`src/rtl/mult_div_unit.sv`:
```
// mult_div_unit: MIPS-style HI/LO multiply/divide unit (radix-2 shift-add multiply, restoring divide).
// Latency: mult/multu/div/divu occupy 33 cycles (32 ITER + 1 FIX); mthi/mtlo write HI/LO at the accepting edge.
// Backpressure: busy=1 while iterating; start is ignored (not queued) unless the unit is idle.
//
// Ports:
//   clk        - single clock, rising edge
//   reset      - asynchronous reset, active low
//   start, op  - request and opcode (000 mult, 001 multu, 010 div, 011 divu, 100 mthi, 101 mtlo, 11x no-op)
//   a, b       - rs / rt operands
//   busy, done - iteration in progress / one-cycle pulse when HI/LO take an iterative result
//   hi, lo     - architectural HI and LO registers
//
// Build option: define MULT_DIV_DIVIDE_EN to include the divider; without it, 010/011 are no-ops.

module mult_div_unit (
  input  logic        clk,
  input  logic        reset,
  input  logic        start,
  input  logic [2:0]  op,
  input  logic [31:0] a,
  input  logic [31:0] b,
  output logic        busy,
  output logic        done,
  output logic [31:0] hi,
  output logic [31:0] lo
);

  localparam logic [2:0] OP_MULT  = 3'b000;
  localparam logic [2:0] OP_MULTU = 3'b001;
  localparam logic [2:0] OP_MTHI  = 3'b100;
  localparam logic [2:0] OP_MTLO  = 3'b101;

  typedef enum logic [1:0] {
    IDLE = 2'd0,
    ITER = 2'd1,
    FIX  = 2'd2
  } state_t;

  state_t state, state_nxt;

  logic [4:0]  cnt;
  logic        res_neg;   // product / quotient must be negated in FIX
  logic [31:0] b_mag;     // |b|: multiplicand for multiply, divisor for divide
  logic [31:0] acc_hi;    // product high half / partial remainder
  logic [31:0] acc_lo;    // multiplier being consumed / dividend shifting into quotient

  // Request decode
  logic op_is_mul, op_is_div, signed_op, accept_iter;
  logic [31:0] abs_a, abs_b;

  assign op_is_mul = (op == OP_MULT) || (op == OP_MULTU);
`ifdef MULT_DIV_DIVIDE_EN
  assign op_is_div = (op == 3'b010) || (op == 3'b011);
`else
  assign op_is_div = 1'b0;
`endif
  // Only the even opcodes among the iterative ops (mult, div) are signed.
  assign signed_op   = ~op[0];
  assign accept_iter = (state == IDLE) && start && (op_is_mul || op_is_div);
  assign abs_a       = (signed_op && a[31]) ? (~a + 32'd1) : a;
  assign abs_b       = (signed_op && b[31]) ? (~b + 32'd1) : b;

  // Multiply step: add multiplicand if the current multiplier bit is set,
  // then shift the 64-bit {acc_hi, acc_lo} right by one, carry included.
  logic [32:0] mul_sum;
  logic [31:0] mul_hi_nxt, mul_lo_nxt;
  assign mul_sum    = {1'b0, acc_hi} + (acc_lo[0] ? {1'b0, b_mag} : 33'd0);
  assign mul_hi_nxt = mul_sum[32:1];
  assign mul_lo_nxt = {mul_sum[0], acc_lo[31:1]};

  // Sign fix for the product: magnitudes were multiplied.
  logic [63:0] prod_mag, prod_fix;
  assign prod_mag = {acc_hi, acc_lo};
  assign prod_fix = res_neg ? (~prod_mag + 64'd1) : prod_mag;

  logic [31:0] res_hi, res_lo;

`ifdef MULT_DIV_DIVIDE_EN
  logic        is_div;
  logic        rem_neg;   // remainder takes the dividend's sign
  logic [31:0] a_raw;     // raw dividend, returned as HI on divide by zero

  // Restoring divide step. The partial remainder is always below the divisor,
  // so the 33-bit trial difference's top bit is a reliable borrow flag.
  logic [32:0] div_shift, div_trial;
  logic [31:0] div_hi_nxt, div_lo_nxt;
  assign div_shift  = {acc_hi, acc_lo[31]};
  assign div_trial  = div_shift - {1'b0, b_mag};
  assign div_hi_nxt = div_trial[32] ? div_shift[31:0] : div_trial[31:0];
  assign div_lo_nxt = {acc_lo[30:0], ~div_trial[32]};

  always_comb begin
    res_hi = prod_fix[63:32];
    res_lo = prod_fix[31:0];
    if (is_div) begin
      if (b_mag == 32'd0) begin
        res_hi = a_raw;
        res_lo = 32'hFFFF_FFFF;
      end else begin
        res_hi = rem_neg ? (~acc_hi + 32'd1) : acc_hi;
        res_lo = res_neg ? (~acc_lo + 32'd1) : acc_lo;
      end
    end
  end
`else
  always_comb begin
    res_hi = prod_fix[63:32];
    res_lo = prod_fix[31:0];
  end
`endif

  // FSM state register
  always_ff @(posedge clk or negedge reset) begin
    if (!reset) state <= IDLE;
    else        state <= state_nxt;
  end

  // FSM next state and busy
  always_comb begin
    state_nxt = state;
    busy      = 1'b1;
    unique case (state)
      IDLE: begin
        busy = 1'b0;
        if (accept_iter) state_nxt = ITER;
      end
      ITER:    if (cnt == 5'd31) state_nxt = FIX;
      FIX:     state_nxt = IDLE;
      default: state_nxt = IDLE;
    endcase
  end

  // Datapath and architectural registers
  always_ff @(posedge clk or negedge reset) begin
    if (!reset) begin
      cnt     <= 5'd0;
      res_neg <= 1'b0;
      b_mag   <= 32'd0;
      acc_hi  <= 32'd0;
      acc_lo  <= 32'd0;
      hi      <= 32'd0;
      lo      <= 32'd0;
      done    <= 1'b0;
`ifdef MULT_DIV_DIVIDE_EN
      is_div  <= 1'b0;
      rem_neg <= 1'b0;
      a_raw   <= 32'd0;
`endif
    end else begin
      done <= 1'b0;
      unique case (state)
        IDLE: begin
          if (start && op == OP_MTHI) hi <= a;
          if (start && op == OP_MTLO) lo <= a;
          if (accept_iter) begin
            cnt     <= 5'd0;
            res_neg <= signed_op && (a[31] ^ b[31]);
            b_mag   <= abs_b;
            acc_hi  <= 32'd0;
            acc_lo  <= abs_a;
`ifdef MULT_DIV_DIVIDE_EN
            is_div  <= op_is_div;
            rem_neg <= signed_op && a[31];
            a_raw   <= a;
`endif
          end
        end
        ITER: begin
          cnt <= cnt + 5'd1;
`ifdef MULT_DIV_DIVIDE_EN
          if (is_div) begin
            acc_hi <= div_hi_nxt;
            acc_lo <= div_lo_nxt;
          end else
`endif
          begin
            acc_hi <= mul_hi_nxt;
            acc_lo <= mul_lo_nxt;
          end
        end
        FIX: begin
          hi   <= res_hi;
          lo   <= res_lo;
          done <= 1'b1;
        end
        default: ;
      endcase
    end
  end

endmodule

```
`config.mk`:
```
export PLATFORM = sky130hd
export DESIGN_NAME = mult_div_unit
export DESIGN_NICKNAME = d
export VERILOG_FILES = /design/src/rtl/mult_div_unit.sv
export SDC_FILE = /design/constraint.sdc
export NUM_CORES = 1
export LEC_CHECK = 0
export ABC_AREA = 1
export BUFFER_PORTS_ARGS = -buffer_cell sky130_fd_sc_hd__buf_2
export CAP_MARGIN = 20
export CORE_ASPECT_RATIO = 0.5
export CORE_MARGIN = 1.5
export CORE_UTILIZATION = 55
export DETAILED_ROUTE_END_ITERATION = 7
export PLACE_DENSITY = 0.88
export SKIP_LAST_GASP = 1
export SLEW_MARGIN = 20
export SYNTH_ARGS = -nofsm -noshare
export SYNTH_HDL_FRONTEND = slang
export SYNTH_SLANG_ARGS = --single-unit
```
`constraint.sdc`:
```
create_clock -name clk -period 2.3 [get_ports clk]
set_clock_uncertainty 0.15 [all_clocks]
set_input_delay 0.115 -clock clk [delete_from_list [all_inputs] [get_ports clk]]
set_output_delay 0.115 -clock clk [all_outputs]
set_load 0.03 [all_outputs]
```
Word-level counts from Yosys, hierarchy flattened

Index checks and enable logic that the tools add are counted.

Register bits: 169
Input port bits: 70
Output and inout bits: 66
Logic and storage cells: 65

Add/sub/neg operators: 5
Equal/unequal tests: 10
Muxes and demuxes: 19
Bitwise gates (word level): 5
Reductions and logical operators: 17

Operator list:

| cell                  | count |
|---|---|
| $pmux 32 s2           | 4 |
| $mux 32               | 7 |
| $add 32x1->32 const B | 2 |
| $add 64x1->64 const B | 1 |
| $mux 64               | 1 |
| $not 32->32           | 2 |
| $not 64->64           | 1 |
| $add 32x32->33        | 1 |
| $pmux 5 s2            | 1 |
| $reduce_and 2->1      | 5 |
| $logic_and 1x1->1     | 7 |
| $eq 3x3->1 const B    | 2 |
| $add 5x1->5 const B   | 1 |
| $eq 5x5->1 const B    | 1 |
| $mux 5                | 1 |
| $mux 2                | 2 |
| $ne 2x1->1 const B    | 2 |
| $ne 2x2->1 const B    | 2 |
| $pmux 2 s2            | 1 |
| $reduce_bool 2->1     | 2 |
| $eq 3x1->1 const B    | 1 |
| $logic_not 3->1       | 1 |
| $eq 2x1->1 const B    | 1 |
| $eq 2x2->1 const B    | 1 |
| 5 further kinds       | 6 |

Depth between registers and ports, before layout

Gate-level depths: netlist of run 1.

Word-level depth: 5
Gate-level depth with buffers: 17
Gate-level depth less buffers: 16

Worst setup path after synthesis of run 1

Ideal clock, no wire load.

Kind: reg2reg
Start: register acc_lo[0]
End: register acc_hi[30]
Setup time: 0.118 ns
Arrival: 1.972 ns
Data required time: 2.032 ns
Slack: 0.060 ns
Stages on the path, launching flop included: 15
Buffers on the path: 2
Path through: dfrtp_1 -> buf_6 -> clkbuf_1 -> nand2_1 -> inv_1 -> ha_1 -> or2_2 -> nand3_1 -> nand2_1 -> nand2_1 -> nand2_1 -> nand2_1 -> nand3_1 -> nand3_1 -> nand2_1

Longest elaborated chain between the ends: 3

RTL lines:

| item                   | line | source |
|---|---|---|
| start, declared        | 45   | `logic [31:0] acc_lo;` |
| start signal, assigned | 160  | `acc_lo <= abs_a;` |
| start signal, assigned | 178  | `acc_lo <= mul_lo_nxt;` |
| $mux 32                | 67   | `assign mul_sum = {1'b0, acc_hi} + (acc_lo[0] ? {1'b0, b_mag} : 33'd0);` |
| $add 32x32->33         | 67   |  |
| $pmux 32 s2            | 151  | `unique case (state)` |
| end signal, assigned   | 177  | `acc_hi <= mul_hi_nxt;` |
| end, declared          | 44   | `logic [31:0] acc_hi;` |

No other way between the ends.
A chain may end at the register's enable or synchronous reset.

Worst setup path after layout of run 1

Start: register acc_lo[0]
End: register acc_hi[9]

Same word-level chain as after synthesis.

==> results of run 1 <==
==> cell type report <==
cell class / count / share of cell area, %
clock buffers: 22 / 2.52
inverters: 289 / 6.25
multi-input cells: 1657 / 50.5
well taps: 336 / 2.38
clock inverters: 9 / 0.447
flip-flops and latches: 169 / 24.0
repair buffers: 326 / 13.9
==> power by group through the flow <==
| stage | clock network [mW] | logic [mW] | registers (mW) |
|---|---|---|---|
| after floorplan | 0 | 5.97 | 5.91 |
| after global placement | 0 | 10.4 | 5.36 |
| after detailed placement | 0 | 10.6 | 5.37 |
| after CTS | 2.75 | 11.2 | 5.40 |
| after global routing | 2.87 | 14.0 | 5.62 |
| final | 2.79 | 13.1 | 5.56 |
==> state kept, by name, indices dropped and copies added, names as in the netlist <==
| signal | cells |
|---|---|
| lo | 32 |
| b_mag | 32 |
| done | 1 |
| cnt | 5 |
| hi | 32 |
| acc_hi | 32 |
| res_neg | 1 |
| state | 2 |
| acc_lo | 32 |
==> worst max-delay path, cell delays in order, from the launching register on <==
cell,delay (ns)
dfrtp_2,0.47
buf_12,0.16
buf_16,0.16
nand2_2,0.15
inv_2,0.11
ha_4,0.28
nand2_2,0.10
nand2_2,0.07
nand2_1,0.12
nand2_1,0.07
nand2_1,0.06
nand3b_1,0.25
buf_6,0.23
a21oi_2,0.13
o21ai_1,0.09
o21ai_1,0.07
==> cells by family (layout without fill, tap and decap cells) <==
group	Yosys count	after routing	share of synthesized area [%]
AO/OA/AOI/OAI	272	272	12.1
adder cells (fa/ha/maj)	38	38	3.55
buffers and inverters	356	646	10.5
AND/OR/NAND/NOR	1323	1323	41.2
flip-flops	169	169	31.1
XOR/XNOR	24	24	1.55
==> worst max-delay path by stage <==
| stage | from | endpoint | slack [ns] | cells after the start |
|---|---|---|---|---|
| detailed placement | acc_lo[0]$_DFFE_PN0P_ | acc_hi[25]$_DFFE_PN0P_ | -0.1 | 14 |
| global route | acc_lo[0]$_DFFE_PN0P_ | acc_hi[9]$_DFFE_PN0P_ | -0.43 | 15 |
| finish | acc_lo[0]$_DFFE_PN0P_ | acc_hi[9]$_DFFE_PN0P_ | -0.45 | 15 |
| floorplan | acc_lo[0]$_DFFE_PN0P_ | acc_hi[30]$_DFFE_PN0P_ | 0.06 | 14 |
| global placement | acc_lo[0]$_DFFE_PN0P_ | acc_hi[29]$_DFFE_PN0P_ | -0.06 | 14 |
| CTS | acc_lo[0]$_DFFE_PN0P_ | acc_hi[25]$_DFFE_PN0P_ | -0.05 | 15 |
==> cells in the final DEF, fill, tap and decap left out, types with 7 or more instances in the layout <==
| cell | n |
|---|---|
| buf_2 | 134 |
| o211ai_1 | 27 |
| a21oi_1 | 45 |
| nor3_1 | 16 |
| nand4_1 | 22 |
| o21bai_1 | 16 |
| nand2_1 | 692 |
| nand3b_1 | 13 |
| xor2_1 | 17 |
| ha_4 | 24 |
| nand2_2 | 54 |
| o21ai_0 | 83 |
| buf_12 | 8 |
| nand2_4 | 20 |
| buf_4 | 106 |
| o31ai_1 | 9 |
| buf_6 | 7 |
| nand3_1 | 219 |
| clkbuf_16 | 18 |
| o22ai_1 | 12 |
| nor2_1 | 199 |
| nor2_4 | 22 |
| nor2_2 | 26 |
| nand3_2 | 17 |
| o221ai_1 | 13 |
| inv_1 | 256 |
| dlygate4sd3_1 | 69 |
| xnor2_1 | 7 |
| dfrtp_1 | 167 |
| a31oi_1 | 7 |
| ha_1 | 10 |
| inv_2 | 30 |
| o21ai_1 | 21 |
| a21oi_2 | 15 |
==> cell usage after synthesis, types with 5 or more instances <==
cell type	instances
clkbuf_1	18
buf_4	5
o21ai_0	99
dfrtp_1	169
o221ai_1	13
inv_1	277
nor2_4	8
nand3b_1	13
nand2_1	759
ha_1	37
nand3_1	234
a31oi_1	7
nor2_2	14
inv_2	12
nor2_1	225
xnor2_1	7
buf_1	5
buf_2	35
xor2_1	17
nand4_1	22
o211ai_1	27
o22ai_1	12
a21oi_1	61
o31ai_1	9
nand2_2	8
o21ai_1	8
nor3_1	19
or2_2	5
o21bai_1	17
==> per-layer routing <==
metal,track usage (%),vias up,wire [um]
li1,-,7575,-
met1,52.3,7843,20900
met2,67.4,1293,24800
met3,9.08,372,7160
met4,25.7,0,4400
met5,0,-,0
==> timing repair <==
item / CTS / global route
setup endpoints to repair: 14 / 62
endpoints found under the hold margin: 280 / 0
gates cloned: 1 / 1
hold buffers: 70 / 0
resized for setup: 50 / 210
buffers inserted: 2 / 5
pin swaps: 10 / 52
==> parameters.txt, run 1 <==
Parameter                              Value

Die
  Die ar.    between 20,000 and 30,000 um^2
  Effective utilization at floorplan    between 50% and 60%
  Core Region    24,100 um^2
  Number of standard-cell rows in the floorplan    40
  Die boundary height    114 um
  Horizontal die dimension    225 um
  Number of ports placed on the die boundary    136

Worst setup path
  Sort of element at the end of the critical path    flip-flop
  Reg2reg end    acc_hi[9]$_DFFE_PN0P_
  Flop-to-flop setup slack    -0.45 ns
  Required time of the critical path    2.55 ns
  Type of element launching the critical path    flip-flop
  Worst r2r src    acc_lo[0]$_DFFE_PN0P_
  Max Fanout on Critical Path    8
  Number of cell instances on the worst register-to-register path    15
  Crit path DAT    3.00 ns
  Kind of critical path    flip-flop to flip-flop

Layout
  Area growth from synthesis to final layout    29.7%
  Flip-flop and latch area    between 4000 and 5000 um^2
  FILL cells    1,863
  Number of cells in the finished layout apart from fillers    2,808
  Antenna cell count    0
  Fraction of layout instances using a drive strength above 1    between 20% and 30%
  Area of combinational cells with multiple inputs    8910 um^2
  Post-layout net count    2,568
  Final instance area    17,600 um^2
  Layout Utilization    73.1%

Status
  Violations in the final reports    setup timing
  Result of the run    finished with violations

GRT
  Vias in the first global route    between 15,000 and 20,000
  GRT Overall Usage    between 40% and 50%
  Pin count of the biggest net entering global routing    79
  Wire length of the first global-routing pass    82.5 mm
  Antenna violations before repair    1
  Overflow after GRT    0

CTS
  Number of H-tree levels    4
  Clock-pin slew reported for the worst setup and hold paths after clock tree synthesis    around 0.07 ns
  Clock tree from TritonCTS    done
  Number of buffers inserted during clock tree synthesis    17
  Maximum buffer depth of the clock tree    2
  Clock Latency Late Sink    0.48 ns
  CTS Sinks    ~170
  Clock tree root buffer cell    clkbuf_16

Power and ir drop
  Static Leakage    8.92 nW
  Gate power share    61.1%
  Clock share of power    between 10% and 20%
  Maximum resistive drop on vdd    0.714 mV
  Relative contribution of sequential cells to total power    25.9%
  Post-route total power    21.5 mW
  Power per unit of standard cell area    1220 nW/um^2
  Net switching fraction of the power    51.5%
  Internal power    10.4 mW
  Net switching component of the power    11.1 mW

Yosys
  Most used flip-flop cell after synthesis    dfrtp_1
  Area share of the largest cell type after synthesis    31.1%
  Ys async rst share    100%
  Unique masters post-synth    51
  Post-synthesis cell type with the largest combined area    dfrtp_1
  FF+latch count, synth    169
  Proportion of synthesized chip area in sequential cells    between 30% and 40%
  Average cell area after synthesis    6.23 um^2
  Net count after synthesis    2,290
  Mapped Area    13,600 um^2
  Cells after synthesis    2,182
  Synth warn    0
  Number of synthesized flops with an enable pin    0
  Most area-consuming cells after synthesis    dfrtp_1 31%, nand2_1 21%, nand3_1 8.6%, inv_1 7.6%, nor2_1 6.2%

Place
  DP Area    ~15,000 um^2
  Pre-CTS setup slack    -0.0986 ns
  GPL Wtd Cong    around 1
  Post-DP HPWL    38.4 mm
  Number of I/O port buffers    135
  Placed Instances    ~2,700

Drt
  First-pass iteration count of the detailed router    6
  Post-route antenna net violation count    0
  Count of unresolved DRC violations after routing    0
  Mean routed wirelength per cell    20.4 um
  Routed vias    roughly 17,000
  Via density per instance    between 6 and 7
  DR iter-0 viols    approximately 2,500
  Overall routed net length    approximately 57 mm

Timing
  Worst hold-check slack    0.0623 ns
  Final number of setup-violating endpoints    30
  Tcrit/Tclk final    120%
  RSZ-0062 raised after global routing    true
  Final worst slack    -0.449 ns
  Slew headroom    31.5%
  Transition time of the tightest slew-check pin    1.02 ns
  Achievable Freq    364 MHz
  Final hold violation count    0
  Setup tns final    -6.13 ns
  Min cycle time layout    between 2 and 3 ns
  Slew Viols, Final    0

Flow run
  Max-cap violations    0

Hold path
  Worst min-delay path category    input port to asynchronous set/reset pin
(Power assumes the default switching activity.)
==> run 2: changes to the inputs <==
--- a/config.mk
+++ b/config.mk
@@ -8,11 +8,11 @@
 export ABC_AREA = 1
 export BUFFER_PORTS_ARGS = -buffer_cell sky130_fd_sc_hd__buf_2
 export CAP_MARGIN = 20
-export CORE_ASPECT_RATIO = 0.5
 export CORE_MARGIN = 1.5
 export CORE_UTILIZATION = 55
 export DETAILED_ROUTE_END_ITERATION = 7
 export PLACE_DENSITY = 0.88
+export REMOVE_ABC_BUFFERS = 1
 export SKIP_LAST_GASP = 1
 export SLEW_MARGIN = 20
 export SYNTH_ARGS = -nofsm -noshare
==> parameters.txt, run 2 (same netlist as run 1, synthesis figures left out) <==
Parameter                              Value

GRT
  Vias in the first global route    15,398 (-0.11%)
  Wire length of the first global-routing pass    80.0 mm (-3.0%)
  Overflow after GRT    0 (unchanged)
  GRT Overall Usage    39.6% (-2.4 points)
  Antenna violations before repair    0 (-1)
  Pin count of the biggest net entering global routing    60 (-24%)

Worst setup path
  Largest stage delay on the critical path    0.52 ns (+0.05 ns)
  Crit path DAT    2.78 ns (-0.22 ns)
  Most used cell, CP    nand2_1
  Max Fanout on Critical Path    8 (unchanged)
  Required time of the critical path    2.49 ns (-0.06 ns)
  Sort of element at the end of the critical path    flip-flop
  Launching element of the worst setup path    acc_lo[0]$_DFFE_PN0P_
  Flop-to-flop setup slack    -0.29 ns (+0.16 ns)
  Critical-path top delay cell    dfrtp_2
  Termination of the worst setup path    acc_hi[17]$_DFFE_PN0P_
  Kind of critical path    flip-flop to flip-flop
  Type of element launching the critical path    flip-flop
  Sequence of cells on the critical path    buf_12 -> nand2_1 -> inv_1 -> ha_4 -> nand2_1 -> buf_4 -> nor2_4 -> nand2_1 -> nand3b_1 -> nand2_1 -> nand3_1 -> nand2_1 -> nand3_1 -> nand2_1
  Number of cell instances on the worst register-to-register path    14 (-1)
  Reg2reg end    acc_hi[17]$_DFFE_PN0P_
  Worst r2r src    acc_lo[0]$_DFFE_PN0P_

Die
  Die boundary height    160 um (+40%)
  Number of standard-cell rows in the floorplan    57 (+43%)
  Effective utilization at floorplan    55.9% (-0.46 points)
  Number of ports placed on the die boundary    136 (unchanged)
  Die ar.    25,700 um^2 (-0.22%)
  Core Region    24,300 um^2 (+0.81%)
  Horizontal die dimension    160 um (-29%)

Hold path
  Worst min-delay path category    input port to asynchronous set/reset pin

Layout
  FILL cells    1,856 (-0.38%)
  Area growth from synthesis to final layout    28.6%
  Number of cells in the finished layout apart from fillers    2,777 (-1.1%)
  Most common library cell in the layout ignoring fill and taps    nand2_1
  Antenna cell count    0 (unchanged)
  Top library cells by usage in the layout, fill and taps aside    685 x nand2_1, 245 x inv_1, 222 x nand3_1, 203 x nor2_1, 167 x dfrtp_1
  Post-layout net count    2,548 (-0.78%)
  Fraction of layout instances using a drive strength above 1    21.3% (about the same)

Timing
  Final number of setup-violating endpoints    22 (-27%)
  Slew Viols, Final    0 (unchanged)
  Final hold violation count    0 (unchanged)
  Slew headroom    37.3% (+5.8 points)
  Achievable Freq    386 MHz (+6.0%)
  Transition time of the tightest slew-check pin    0.938 ns (-0.0861 ns)
  RSZ-0062 raised after global routing    true
  Final worst slack    -0.292 ns (+0.156 ns)
  Min cycle time layout    2.59 ns (-0.156 ns)
  Worst hold-check slack    0.00952 ns (-0.0527 ns)
  Tcrit/Tclk final    113% (-6.8 points)

Power and ir drop
  Relative contribution of sequential cells to total power    26.3% (+0.4 points)
  Clock share of power    14.9% (+1.9 points)
  Maximum resistive drop on vdd    0.560 mV (-22%)
  Gate power share    58.8% (-2.3 points)
  Net switching fraction of the power    50.4% (-1.1 points)
  Static Leakage    8.79 nW (-1.5%)
  Power per unit of standard cell area    1210 nW/um^2 (-0.58%)
  Internal power    10.5 mW (+0.85%)
  Net switching component of the power    10.7 mW (-3.6%)

Drt
  First-pass iteration count of the detailed router    8 (+2)
  Overall routed net length    54.9 mm (-4.2%)
  Routed vias    16,809 (-1.6%)
  Via density per instance    6.05 (-0.51%)
  Mean routed wirelength per cell    19.8 um (-3.1%)
  Post-route antenna net violation count    0 (unchanged)
  Count of unresolved DRC violations after routing    0 (unchanged)
  DR iter-0 viols    2,203 (-12%)

CTS
  CTS Sinks    169 (unchanged)
  Maximum buffer depth of the clock tree    2 (unchanged)
  Clock Latency Late Sink    0.44 ns (-0.04 ns)
  Number of H-tree levels    4 (unchanged)
  Number of buffers inserted during clock tree synthesis    17 (unchanged)
  Clock tree root buffer cell    clkbuf_16
  Clock-pin slew reported for the worst setup and hold paths after clock tree synthesis    0.07 ns (about the same)
  Clock tree from TritonCTS    done

Flow run
  Max-cap violations    0 (unchanged)

Place
  Number of I/O port buffers    135 (unchanged)
  Placed Instances    2,668 (-1.1%)
  Post-DP HPWL    37.0 mm (-3.5%)
  GPL Wtd Cong    1.05 (+3.2%)

Status
  Result of the run    finished with violations
  Violations in the final reports    setup timing
run 2: cell types whose count changed in the layout (fill, tap and decap cells not counted), sizes merged:
cell,previous run,this run
clkinv,7,1
buf,256,236
clkinvlp,2,4
clkbuf,23,22
bufinv,1,3
dlygate4sd3,69,68
inv,288,293
run 2: worst max-delay path: cells and delay by family, from the launching register on:
kind          cells  cell delay [ns]
fa+ha+maj         1             0.29
simple gates     10             1.09
flops             1             0.52
buf+inv           3             0.41
run 2: how the worst min path moves through the flow:
stage	startpoint	end	slack (ns)	cells after the start
after floorplan	reset	acc_hi[0]$_DFFE_PN0P_	-0.33	0
after global placement	reset	lo[6]$_DFFE_PN0P_	-0.09	1
after detailed placement	reset	lo[7]$_DFFE_PN0P_	-0.09	1
after CTS	reset	lo[7]$_DFFE_PN0P_	0.02	2
after global routing	reset	lo[7]$_DFFE_PN0P_	0.03	2
final	reset	acc_lo[6]$_DFFE_PN0P_	0.01	2
run 2: routing by layer:
metal,up-vias,share of wire [%],track usage (%)
met3,321,11,6.99
met4,0,6.9,21.4
met2,1300,46,67.1
li1,7534,-,-
met5,-,0,0
met1,7654,36,48.0
run 2: timing repair:
action	4_1_cts	5_1_grt
gates resized for setup	17	238
setup endpoints to repair	21	40
hold buffers	68	0
buffers inserted	0	6
endpoints found under the hold margin	278	0
pin swaps	3	53
cloned	0	3
run 2: area by class of cell:
type | instances | area (um^2) | share of cell area (%)
Inverter | 289 | 1090 | 6.22
Multi-Input combinational cell | 1657 | 8860 | 50.7
Timing Repair Buffer | 306 | 2280 | 13.0
Clock inverter | 12 | 163 | 0.930
Tap cell | 324 | 405 | 2.32
Sequential cell | 169 | 4230 | 24.2
Clock buffer | 20 | 457 | 2.61
run 2: power by group through the flow:
stage / clock network (mW) / logic, mW / registers (mW)
2_1_floorplan: 0 / 5.67 / 6.04
3_3_place_gp: 0 / 10.0 / 5.35
3_5_place_dp: 0 / 10.2 / 5.38
4_1_cts: 3.11 / 10.5 / 5.37
5_1_grt: 3.26 / 13.4 / 5.67
6_report: 3.16 / 12.4 / 5.58
run 2: metrics by stage:
| stage | setup WS, ns | utilization (%) | power [mW] | setup TNS [ns] | cell area (um^2) |
|---|---|---|---|---|---|
| 5_1_grt | -0.338 | 71.9 | 22.3 | -3.83 | 17500 |
| 4_1_cts | -0.0422 | 68.0 | 19.0 | -0.220 | 16500 |
| 3_3_place_gp | -0.0876 | 62.2 | 15.4 | -0.209 | 15100 |
| 2_1_floorplan | -0.547 | - | 11.7 | -33.87 | 13300 |
| 6_report | -0.292 | 71.9 | 21.2 | -1.99 | 17500 |
| 3_5_place_dp | -0.115 | 62.2 | 15.6 | -0.597 | 15100 |
